`src/rtl/regfile_arbiter.sv`:
```
// -----------------------------------------------------------------------------
// regfile_arbiter
//
// Shares one 16x8 register file between two requesters:
//   A - digit-scan/convert FSM
//   B - display/readback sequencer
// At most one access is granted per cycle. Arbitration is round-robin with a
// bounded burst: an owner that keeps requesting keeps the port for at most
// MAX_BURST consecutive grants while the other side is waiting.
//
// Ports
//   Clk, Rst                 clock (rising edge), asynchronous active-low reset
//   a_req/a_we/a_addr/a_wdata  requester A command (held stable until granted)
//   a_gnt                    combinational grant for A this cycle
//   a_rvalid/a_rdata         registered read response for A (1-cycle latency)
//   b_*                      same set for requester B
//   rf_raddr/rf_waddr        register file addresses (both follow the winner)
//   rf_ren/rf_wen            register file read / write enables
//   rf_wdata                 register file write data
//   rf_rdata                 register file combinational read data
// -----------------------------------------------------------------------------
module regfile_arbiter #(
    parameter int DATA_W    = 8,
    parameter int ADDR_W    = 4,
    parameter int MAX_BURST = 4
) (
    input  logic              Clk,
    input  logic              Rst,

    input  logic              a_req,
    input  logic              a_we,
    input  logic [ADDR_W-1:0] a_addr,
    input  logic [DATA_W-1:0] a_wdata,
    output logic              a_gnt,
    output logic              a_rvalid,
    output logic [DATA_W-1:0] a_rdata,

    input  logic              b_req,
    input  logic              b_we,
    input  logic [ADDR_W-1:0] b_addr,
    input  logic [DATA_W-1:0] b_wdata,
    output logic              b_gnt,
    output logic              b_rvalid,
    output logic [DATA_W-1:0] b_rdata,

    output logic [ADDR_W-1:0] rf_raddr,
    output logic [ADDR_W-1:0] rf_waddr,
    output logic              rf_ren,
    output logic              rf_wen,
    output logic [DATA_W-1:0] rf_wdata,
    input  logic [DATA_W-1:0] rf_rdata
);

    typedef enum logic [1:0] {
        IDLE  = 2'd0,
        OWN_A = 2'd1,
        OWN_B = 2'd2
    } state_t;

    localparam logic [3:0] MAX_B = 4'(MAX_BURST);

    state_t            state_q, state_d;
    logic [3:0]        burst_q, burst_d;
    // 1 = B was the most recent new owner; reset to B so A wins the first tie.
    logic              last_b_q, last_b_d;

    logic              gnt_a_raw, gnt_b_raw;
    logic              gnt_a, gnt_b;

    logic              a_rvalid_q, a_rvalid_d;
    logic              b_rvalid_q, b_rvalid_d;
    logic [DATA_W-1:0] a_rdata_q, a_rdata_d;
    logic [DATA_W-1:0] b_rdata_q, b_rdata_d;

    // ---- Grant decision and next-state --------------------------------------
    always_comb begin
        gnt_a_raw = 1'b0;
        gnt_b_raw = 1'b0;

        unique case (state_q)
            IDLE: begin
                if (a_req && b_req) begin
                    gnt_a_raw = last_b_q;
                    gnt_b_raw = !last_b_q;
                end else begin
                    gnt_a_raw = a_req;
                    gnt_b_raw = b_req;
                end
            end
            OWN_A: begin
                // Owner keeps the port unless B is waiting and the burst is spent.
                if (a_req && (!b_req || (burst_q < MAX_B))) begin
                    gnt_a_raw = 1'b1;
                end else if (b_req) begin
                    gnt_b_raw = 1'b1;
                end
            end
            OWN_B: begin
                if (b_req && (!a_req || (burst_q < MAX_B))) begin
                    gnt_b_raw = 1'b1;
                end else if (a_req) begin
                    gnt_a_raw = 1'b1;
                end
            end
            default: begin
                gnt_a_raw = 1'b0;
                gnt_b_raw = 1'b0;
            end
        endcase

        // Grants must vanish the moment reset is asserted, not at the next edge.
        gnt_a = gnt_a_raw && Rst;
        gnt_b = gnt_b_raw && Rst;

        state_d  = state_q;
        burst_d  = burst_q;
        last_b_d = last_b_q;

        if (gnt_a) begin
            if (state_q == OWN_A) begin
                burst_d = (burst_q < MAX_B) ? burst_q + 4'd1 : burst_q;
            end else begin
                state_d  = OWN_A;
                burst_d  = 4'd1;
                last_b_d = 1'b0;
            end
        end else if (gnt_b) begin
            if (state_q == OWN_B) begin
                burst_d = (burst_q < MAX_B) ? burst_q + 4'd1 : burst_q;
            end else begin
                state_d  = OWN_B;
                burst_d  = 4'd1;
                last_b_d = 1'b1;
            end
        end else begin
            state_d = IDLE;
            burst_d = 4'd0;
        end
    end

    // ---- Register file port steering (same cycle as the grant) ---------------
    always_comb begin
        // With no grant the address/data simply follow A; enables stay low.
        rf_raddr = gnt_b ? b_addr  : a_addr;
        rf_waddr = gnt_b ? b_addr  : a_addr;
        rf_wdata = gnt_b ? b_wdata : a_wdata;
        rf_wen   = (gnt_a && a_we)  || (gnt_b && b_we);
        rf_ren   = (gnt_a && !a_we) || (gnt_b && !b_we);
    end

    // ---- Read response capture ----------------------------------------------
    always_comb begin
        a_rvalid_d = gnt_a && !a_we;
        b_rvalid_d = gnt_b && !b_we;
        a_rdata_d  = a_rvalid_d ? rf_rdata : a_rdata_q;
        b_rdata_d  = b_rvalid_d ? rf_rdata : b_rdata_q;
    end

    always_ff @(posedge Clk or negedge Rst) begin
        if (!Rst) begin
            state_q    <= IDLE;
            burst_q    <= 4'd0;
            last_b_q   <= 1'b1;
            a_rvalid_q <= 1'b0;
            b_rvalid_q <= 1'b0;
            a_rdata_q  <= '0;
            b_rdata_q  <= '0;
        end else begin
            state_q    <= state_d;
            burst_q    <= burst_d;
            last_b_q   <= last_b_d;
            a_rvalid_q <= a_rvalid_d;
            b_rvalid_q <= b_rvalid_d;
            a_rdata_q  <= a_rdata_d;
            b_rdata_q  <= b_rdata_d;
        end
    end

    assign a_gnt    = gnt_a;
    assign b_gnt    = gnt_b;
    assign a_rvalid = a_rvalid_q;
    assign b_rvalid = b_rvalid_q;
    assign a_rdata  = a_rdata_q;
    assign b_rdata  = b_rdata_q;

endmodule

```
`config.mk`:
```
export PLATFORM = sky130hd
export DESIGN_NAME = regfile_arbiter
export DESIGN_NICKNAME = d
export VERILOG_FILES = /design/src/rtl/regfile_arbiter.sv
export SDC_FILE = /design/constraint.sdc
export NUM_CORES = 1
export LEC_CHECK = 0
export CAP_MARGIN = 20
export CORE_ASPECT_RATIO = 1.75
export CORE_UTILIZATION = 34
export CTS_CLUSTER_SIZE = 20
export DETAILED_ROUTE_END_ITERATION = 6
export PLACE_DENSITY_LB_ADDON = 0.05
export REMOVE_ABC_BUFFERS = 1
export SLEW_MARGIN = 20
export SYNTH_ARGS = -nofsm -noshare
export SYNTH_HDL_FRONTEND = slang
export SYNTH_SLANG_ARGS = --single-unit
```
`constraint.sdc`:
```
create_clock -name Clk -period 1.7 [get_ports Clk]
set_clock_uncertainty 0.05 [all_clocks]
set_input_delay 0.17 -clock Clk [delete_from_list [all_inputs] [get_ports Clk]]
set_output_delay 0.17 -clock Clk [all_outputs]
set_load 0.1 [all_outputs]
```
* Word-level counts from Yosys, hierarchy flattened *
Cells that the tools add are included.

cells by class
  $add $sub $neg = 1
  multipliers = 0
  divide/modulo/power cells = 0
  $lt $le $gt $ge = 1
  eq/ne operators = 5
  shift-type cells = 0
  mux-type cells = 25
  bitwise logic cells = 0
  reduce and logical (&&, ||, !) cells = 22

operators with widths
  operator             number
  $mux 4               6
  $mux 1               12
  $logic_and 1x1->1    9
  $mux 2               4
  $mux 8               1
  $pmux 1 s3           2
  $logic_not 1->1      5
  $add 4x1->4 const B  1
  $logic_or 1x1->1     4
  $lt 4x3->1 const B   1
  $ne 2x2->1 const B   2
  $ne 3x3->1 const B   1
  $reduce_and 3->1     1
  $eq 2x1->1 const B   1
  $eq 2x2->1 const B   1
  $logic_not 2->1      1
  $reduce_and 2->1     1
  $reduce_bool 2->1    1

storage, ports and cells
  flip-flop bits (word level) = 25
  bits in latches = 0
  bits in writable memories = 0
  ROM bits = 0
  bits of input ports = 38
  output and inout port bits = 38
  logic and storage cells = 61
  memories kept = 0

* Depth between registers and ports, before layout *
Gate-level depths: netlist of the first run.

  depth in word-level cells = 8
  depth in mapped cells = 6
  gate-level depth less buffers = 5

* Worst setup path after synthesis of the first run *
No wires, ideal clock.

  path type = reg-to-output
  from = register state_q[1]
  to = output rf_wen
  arrival = 2571 ps
  data required time = 1480 ps
  setup slack = -1091 ps
  stages on the path, launching flop included = 5
  path buffers = 0
  cell sequence = dfrtp_1 > nor4bb_1 > or3_4 > nand2_1 > a22o_1

on the way
  longest elaborated chain between the ends = 5
  elaborated cells on any way between the ends = 10

RTL lines
  element                             line  text
  start: declaration                  62    state_t state_q, state_d;
  start signal: assignment            169   state_q <= state_d;
  $eq 2x2->1 (tied with other cells)  80    unique case (state_q)
  $pmux 1 s3 *                        80
  $logic_and 1x1->1 *                 112   gnt_a = gnt_a_raw && Rst;
  net a_gnt                           34    output logic a_gnt,
  $logic_and 1x1->1 *                 147   rf_wen = (gnt_a && a_we) || (gnt_b && b_we);
  $logic_or 1x1->1 *                  147
  end: declaration                    49    output logic rf_wen,

Mark *: on every way through the listed nets, which the timed path passes. The rest lies on a longest branch.

* Final worst setup path of the first run *
  from = register last_b_q
  to = output rf_ren

on the way
  elaborated cells on any way between the ends = 10

RTL lines
  element                   line  text
  start: declaration        65    logic last_b_q, last_b_d;
  start signal: assignment  171   last_b_q <= last_b_d;
  $mux 1                    82    if (a_req && b_req) begin
  $pmux 1 s3                80
  $logic_and 1x1->1         112
  $logic_and 1x1->1         n/a
  net a_rvalid_d            70    logic a_rvalid_q, a_rvalid_d;
  $logic_or 1x1->1          148   rf_ren = (gnt_a && !a_we) || (gnt_b && !b_we);
  end: declaration          48    output logic rf_ren,

The timed path passes the listed nets, and every way through them passes these cells.

==> results of run 1 <==
## worst reg2reg max path: stages (launching register included)
cell and delay [ps]:
dfstp_2 560, buf_6 110, nor3b_4 40, or3_4 360
a21oi_4 180, buf_4 140, buf_4 90, buf_4 90
mux2_2 310
## timing repair
action,CTS,global route
setup buffers,6,3
pin swaps,6,2
endpoints found under the setup margin,38,38
gates cloned,1,0
resized for setup,22,14
## final cells by class
class	count	area (um2)
clock buffer	3	41.29
clock inverter	1	5.005
fill	247	800.8
inverter	6	22.52
multi-input combinational	68	760.7
sequential	25	630.6
tap	46	57.56
timing repair buffer	103	1346
## stage by stage
stage	setup TNS, ps	hold slack [ps]	area [um2]
floorplan	-8535	-175.6	1282
global placement	-15530	482.7	2601
finish	-10990	289.9	2864
detailed placement	-17570	507.0	2601
global route	-13180	326.0	2864
CTS	-11830	291.7	2785
## cells in the mapped netlist, types with 2 or more instances
library cell  count  area share [%]
o21ai_0           3             1.1
mux2_4            8             9.0
dfrtp_1          24              45
inv_1             5             1.4
nor2_1            2            0.57
a21oi_1           4             1.5
buf_4             4             2.3
mux2_2           20              17
nand2_1           5             1.4
## where the power goes
group | internal [uW] | leakage, uW | total, uW | switching, uW
Combinational | 1340 | 0.000984 | 3420 | 2080
Clock | 164 | 0.0000255 | 338 | 174
Sequential | 797 | 0.000303 | 1010 | 216
Total | 2300 | 0.00131 | 4770 | 2470
## sequential cells by signal, indices dropped and copies added, names as in the netlist
| register | cells |
|---|---|
| a_rdata | 8 |
| b_rvalid | 1 |
| burst_q | 4 |
| a_rvalid | 1 |
| state_q | 2 |
| b_rdata | 8 |
| last_b_q | 1 |
## metal layers
metal  share of wire, %  vias to the layer above  wire length, um  GRT usage, %
met4                1.9                        0               85         6.417
met5                  0                        -                0             0
met2                 65                       36             2842         48.32
li1                   -                      581                -             -
met1                 30                      617             1310         19.98
met3                2.9                       12              128         2.899
## cells by family after synthesis
group                      synth area share [%]
xor gates and xnor gates                 0.6593
and+or+nand+nor                           8.760
muxes                                     25.99
adders and majority gates                0.9415
DFF                                       47.18
buffers and inverters                     5.178
AOI/OAI and AO/OA                         11.30
## worst max-delay path by stage
stage               startpoint          end  slack, ps
floorplan           state_q[1]       rf_wen      -1090
global placement         a_req  rf_raddr[1]       -510
detailed placement       a_req  rf_waddr[1]       -570
CTS                   last_b_q       rf_ren       -470
global route        burst_q[3]  rf_waddr[1]       -510
finish                last_b_q       rf_ren       -450
==> metrics, run 1 <==
grt ovf=0; crit-path max FO=3; # setup viols final=37; most used cell, CP=buf_12; Reg clk slew, reported paths=80 ps; chip height=84.70 um; Seq cells post-synth=25; register-to-register setup slack=-350 ps; relative slew slack=78.52%; Pleak=0.001313 uW; CTS tree=built; initial antenna violation count=0; largest net degree at the start of global routing=21; fin util=78.15%; Final ANT Viol Nets=0; Seq/Total Area, Yosys=47.18%; hpwl dp=3404 um; Area Growth Syn to Fin=115.5%; final cell count without fillers=252; CTS H-tree lvls=1; WL/cell=17.33 um; # hold bufs at CTS=0; failing checks=setup timing; Syn Area/Cell=12.78 um2; CTS Buf Count=3; maximum VDD drop=1.616 mV; number of remaining DRC errors=0; Post-Syn Area=0.001329 mm2; worst skew pair latency=260 ps; Final Critical Period=2152 ps; Max Slew Vio Count=0; Gate Count Post-Synth=104; fin nets=246; max cap viols=0; RSZ-0062 raised after global routing=yes; root buf cell=clkbuf_8; Die ar.=0.004172 mm2; synth warn=0; worst-margin pin slew=322.2 ps; most frequent cells in the layout=buf_12, clkdlybuf4s50_1, buf_4; first-pass GRT wire length=7100 um; Place WS=-569.6 ps; number of synthesized flops with an enable pin=0; TritonRoute pass-1 iters=4; Die Wd=49.26 um; Max Freq=464.7 MHz; share of layout cells above drive strength 1=56.80%; Via Count=1,246; Core Area=0.003665 mm2; startpoint types=flip-flop; # diodes=0; total power=4766 uW; Distinct cells, synth=38; gr usage total=22.48%; Worst R2R End=a_rdata[7]; Starting Density=36.26%; PortBufs=75; crit path buf inv count=3; most common cell after layout, fill and taps aside=buf_12; HP Class=input pin to async pin; Clock Sinks=25; CP Data Arrival Time=1930 ps; Max stage delay on crit path=560 ps; Slowest cell on crit path=dfstp_2; setup ws final=-451.8 ps; # IOs=76; total routed wirelength=4366 um; CP cell instances=buf_6, nor3b_4, or3_4, a21oi_4, buf_12, nand2b_4, buf_12; placed insts=238; status=complete, but fails checks; most common flop cell mapped by yosys=dfrtp_1; reg-to-reg startpoint=last_b_q; final hold violations=0; CTS Buffer Depth=2; part of the cycle the worst path needs=126.6%; Reg2Reg Depth=8; drt first-iter violations=16; CP top delay family=flip-flops; CP Class=flip-flop to output port; Via density=4.944; Worst Setup End Kind=output port; CP required=1480 ps; Power Density=1664 mW/mm2; async set-reset flop share out of synthesis=100.0%; Critical Path Stages=7; GP Congestion=0.8489; row count=29; vias in the first global route=1,439
No activity file was read; power rests on OpenSTA's default activity.
==> run 2: changes to the inputs <==
--- a/config.mk
+++ b/config.mk
@@ -7,6 +7,7 @@
 export LEC_CHECK = 0
 export CAP_MARGIN = 20
 export CORE_ASPECT_RATIO = 1.75
+export CORE_MARGIN = 10
 export CORE_UTILIZATION = 34
 export CTS_CLUSTER_SIZE = 20
 export DETAILED_ROUTE_END_ITERATION = 6
==> constraint.sdc (replaced) <==
create_clock -name Clk -period 1.7 [get_ports Clk]
set_clock_uncertainty 0.05 [all_clocks]
set_input_delay 0.425 -clock Clk [delete_from_list [all_inputs] [get_ports Clk]]
set_output_delay 0.425 -clock Clk [all_outputs]
set_load 0.1 [all_outputs]
==> run 2 against run 1 <==
The run still ends with setup timing left; critical path depth did not move; utilization fell by 3.1 points; sequential power barely moved; largest power group unchanged; routed wire length rose by 18%; total power rose by 1.1%; critical path type unchanged; register-to-register slack improved by 20 ps; die area rose by 66%; design area rose by 0.39%; global-route usage fell by 6.9 points; count of clock-buffer cells in the layout did not move; via count fell by 0.16%; final cell count rose by 0.40%.
==> metrics, run 2 (synthesis results as in run 1) <==
crit-path max FO=4 (+1); final hold violations=0 (unchanged); Post-Place Cell Area=0.002609 mm2 (+0.29%); total power=4818 uW (+1.1%); reg-to-reg startpoint=state_q[1]; startpoint types=flip-flop; final cell count without fillers=253 (+0.40%); # setup viols final=37 (unchanged); worst-margin pin slew=337.1 ps (+14.93 ps); most common cell after layout, fill and taps aside=buf_12; HP Class=input pin to async pin; Max Freq=415.6 MHz (-11%); Area Growth Syn to Fin=116.4%; total routed wirelength=5173 um (+18%); max cap viols=0 (unchanged); worst skew pair latency=270 ps (about the same); PortBufs=75 (unchanged); Design Area, Final=0.002875 mm2 (+0.39%); GP Congestion=0.8180 (-3.6%); most frequent cells in the layout=buf_12, clkdlybuf4s50_1, dfrtp_1; Via density=4.917 (-0.56%); Max Slew Vio Count=0 (unchanged); # IOs=76 (unchanged); Worst Setup End Kind=output port; status=complete, but fails checks; Die Wd=67.26 um (+37%); number of remaining DRC errors=0 (unchanged); Power Density=1676 mW/mm2 (+0.69%); vias in the first global route=1,432 (-0.49%); Clock Sinks=25 (unchanged); part of the cycle the worst path needs=141.5% (+15 points); register-to-register setup slack=-330 ps (+20 ps); CP Data Arrival Time=1930 ps (about the same); Reg2Reg Depth=8 (unchanged); hpwl dp=4048 um (+19%); WL/cell=20.45 um (+18%); setup ws final=-706.1 ps (-254.3 ps); CTS Buf Count=3 (unchanged); root buf cell=clkbuf_8; drt first-iter violations=66 (+50); Final ANT Viol Nets=0 (unchanged); RSZ-0062 raised after global routing=yes; failing checks=setup timing; initial antenna violation count=1 (+1); CTS H-tree lvls=1 (unchanged); relative slew slack=77.46% (-1.1 points); CP Class=flip-flop to output port; WHS=246.2 ps (-43.75 ps); maximum VDD drop=1.502 mV (-7.1%); Worst R2R End=a_rdata[2]; Pleak=0.001308 uW (-0.35%); chip height=102.7 um (+21%); fin nets=244 (-0.81%); Final Critical Period=2406 ps (+254.3 ps); Via Count=1,244 (-0.16%); share of layout cells above drive strength 1=55.39% (-1.4 points); Reg clk slew, reported paths=90 ps (about the same); Die ar.=0.006907 mm2 (+66%); FF+latch area=629.4 um2 (-0.20%); Starting Density=34.71% (-1.6 points); gr usage total=15.62% (-6.9 points); grt ovf=0 (unchanged); first-pass GRT wire length=8183 um (+15%); largest net degree at the start of global routing=22 (+4.8%); Core Area=0.003829 mm2 (+4.5%); placed insts=239 (+0.42%); area occupied by multi-input gates=742.0 um2 (-2.5%); TritonRoute pass-1 iters=4 (unchanged); CTS Buffer Depth=2 (unchanged); row count=30 (+3.4%); CP required=1220 ps (-260 ps); CTS tree=built; Fillers=253 (+2.4%)
==> run 2: changes by cell type in the layout (fill, tap and decap cells not counted), sizes merged <==
| cell | before | now |
|---|---|---|
| buf | 66 | 64 |
| clkinvlp | 0 | 1 |
| diode | 0 | 1 |
| clkinv | 1 | 0 |
| clkdlybuf4s50 | 35 | 34 |
| dlygate4sd2 | 2 | 3 |
==> run 2: layout make-up <==
type | count | share of cell area, %
Antenna cell | 1 | 0.08703
Clock inverter | 1 | 0.2611
Timing Repair Buffer | 101 | 47.56
Multi-Input combinational cell | 68 | 25.81
Inverter | 6 | 0.8703
Clock buffer | 3 | 1.436
Sequential cell | 25 | 21.89
Tap cell | 48 | 2.089
==> run 2: worst max-delay path by stage <==
stage / slack, ps / to / start
floorplan: -1350 / rf_wen / state_q[1]
global placement: -930 / rf_raddr[3] / b_req
detailed placement: -980 / rf_raddr[3] / a_req
CTS: -730 / rf_raddr[3] / state_q[1]
global route: -750 / rf_raddr[3] / state_q[1]
finish: -710 / rf_wen / state_q[1]
==> run 2: what timing repair did <==
action | CTS | global route
hold buffers | 0 | 0
resized for setup | 38 | 4
setup endpoints to repair | 43 | 40
buffers inserted | 7 | 0
pin swaps | 6 | 3
gates cloned | 2 | 0
==> run 2: stage by stage <==
stage / setup TNS [ps] / worst slack [ps] / utilization, %
6_report: -18080 / -706.1 / 75.10
5_1_grt: -20240 / -752.2 / 75.10
4_1_cts: -17850 / -727.0 / 74.74
3_5_place_dp: -31740 / -975.9 / 68.14
3_3_place_gp: -30740 / -933.8 / 68.14
2_1_floorplan: -13640 / -1346 / -
==> run 2: critical path, stage by stage (launching register included) <==
cell	delay, ps
dfrtp_1	420
buf_6	140
buf_4	140
nor3b_1	270
or3_4	210
nand2_2	70
a22o_1	250
buf_12	170
==> run 2: power by group <==
group          total (uW)  internal, uW  switching (uW)
sequential           1010           797             215
clock                 359           166             193
combinational        3450          1350            2090
total                4820          2320            2500
==> run 2: metal layers <==
| layer | share of wire, % | track usage (%) |
|---|---|---|
| met1 | 32 | 14.72 |
| met5 | 0 | 0 |
| met2 | 63 | 31.16 |
| met3 | 4.0 | 3.917 |
| met4 | 1.4 | 4.286 |
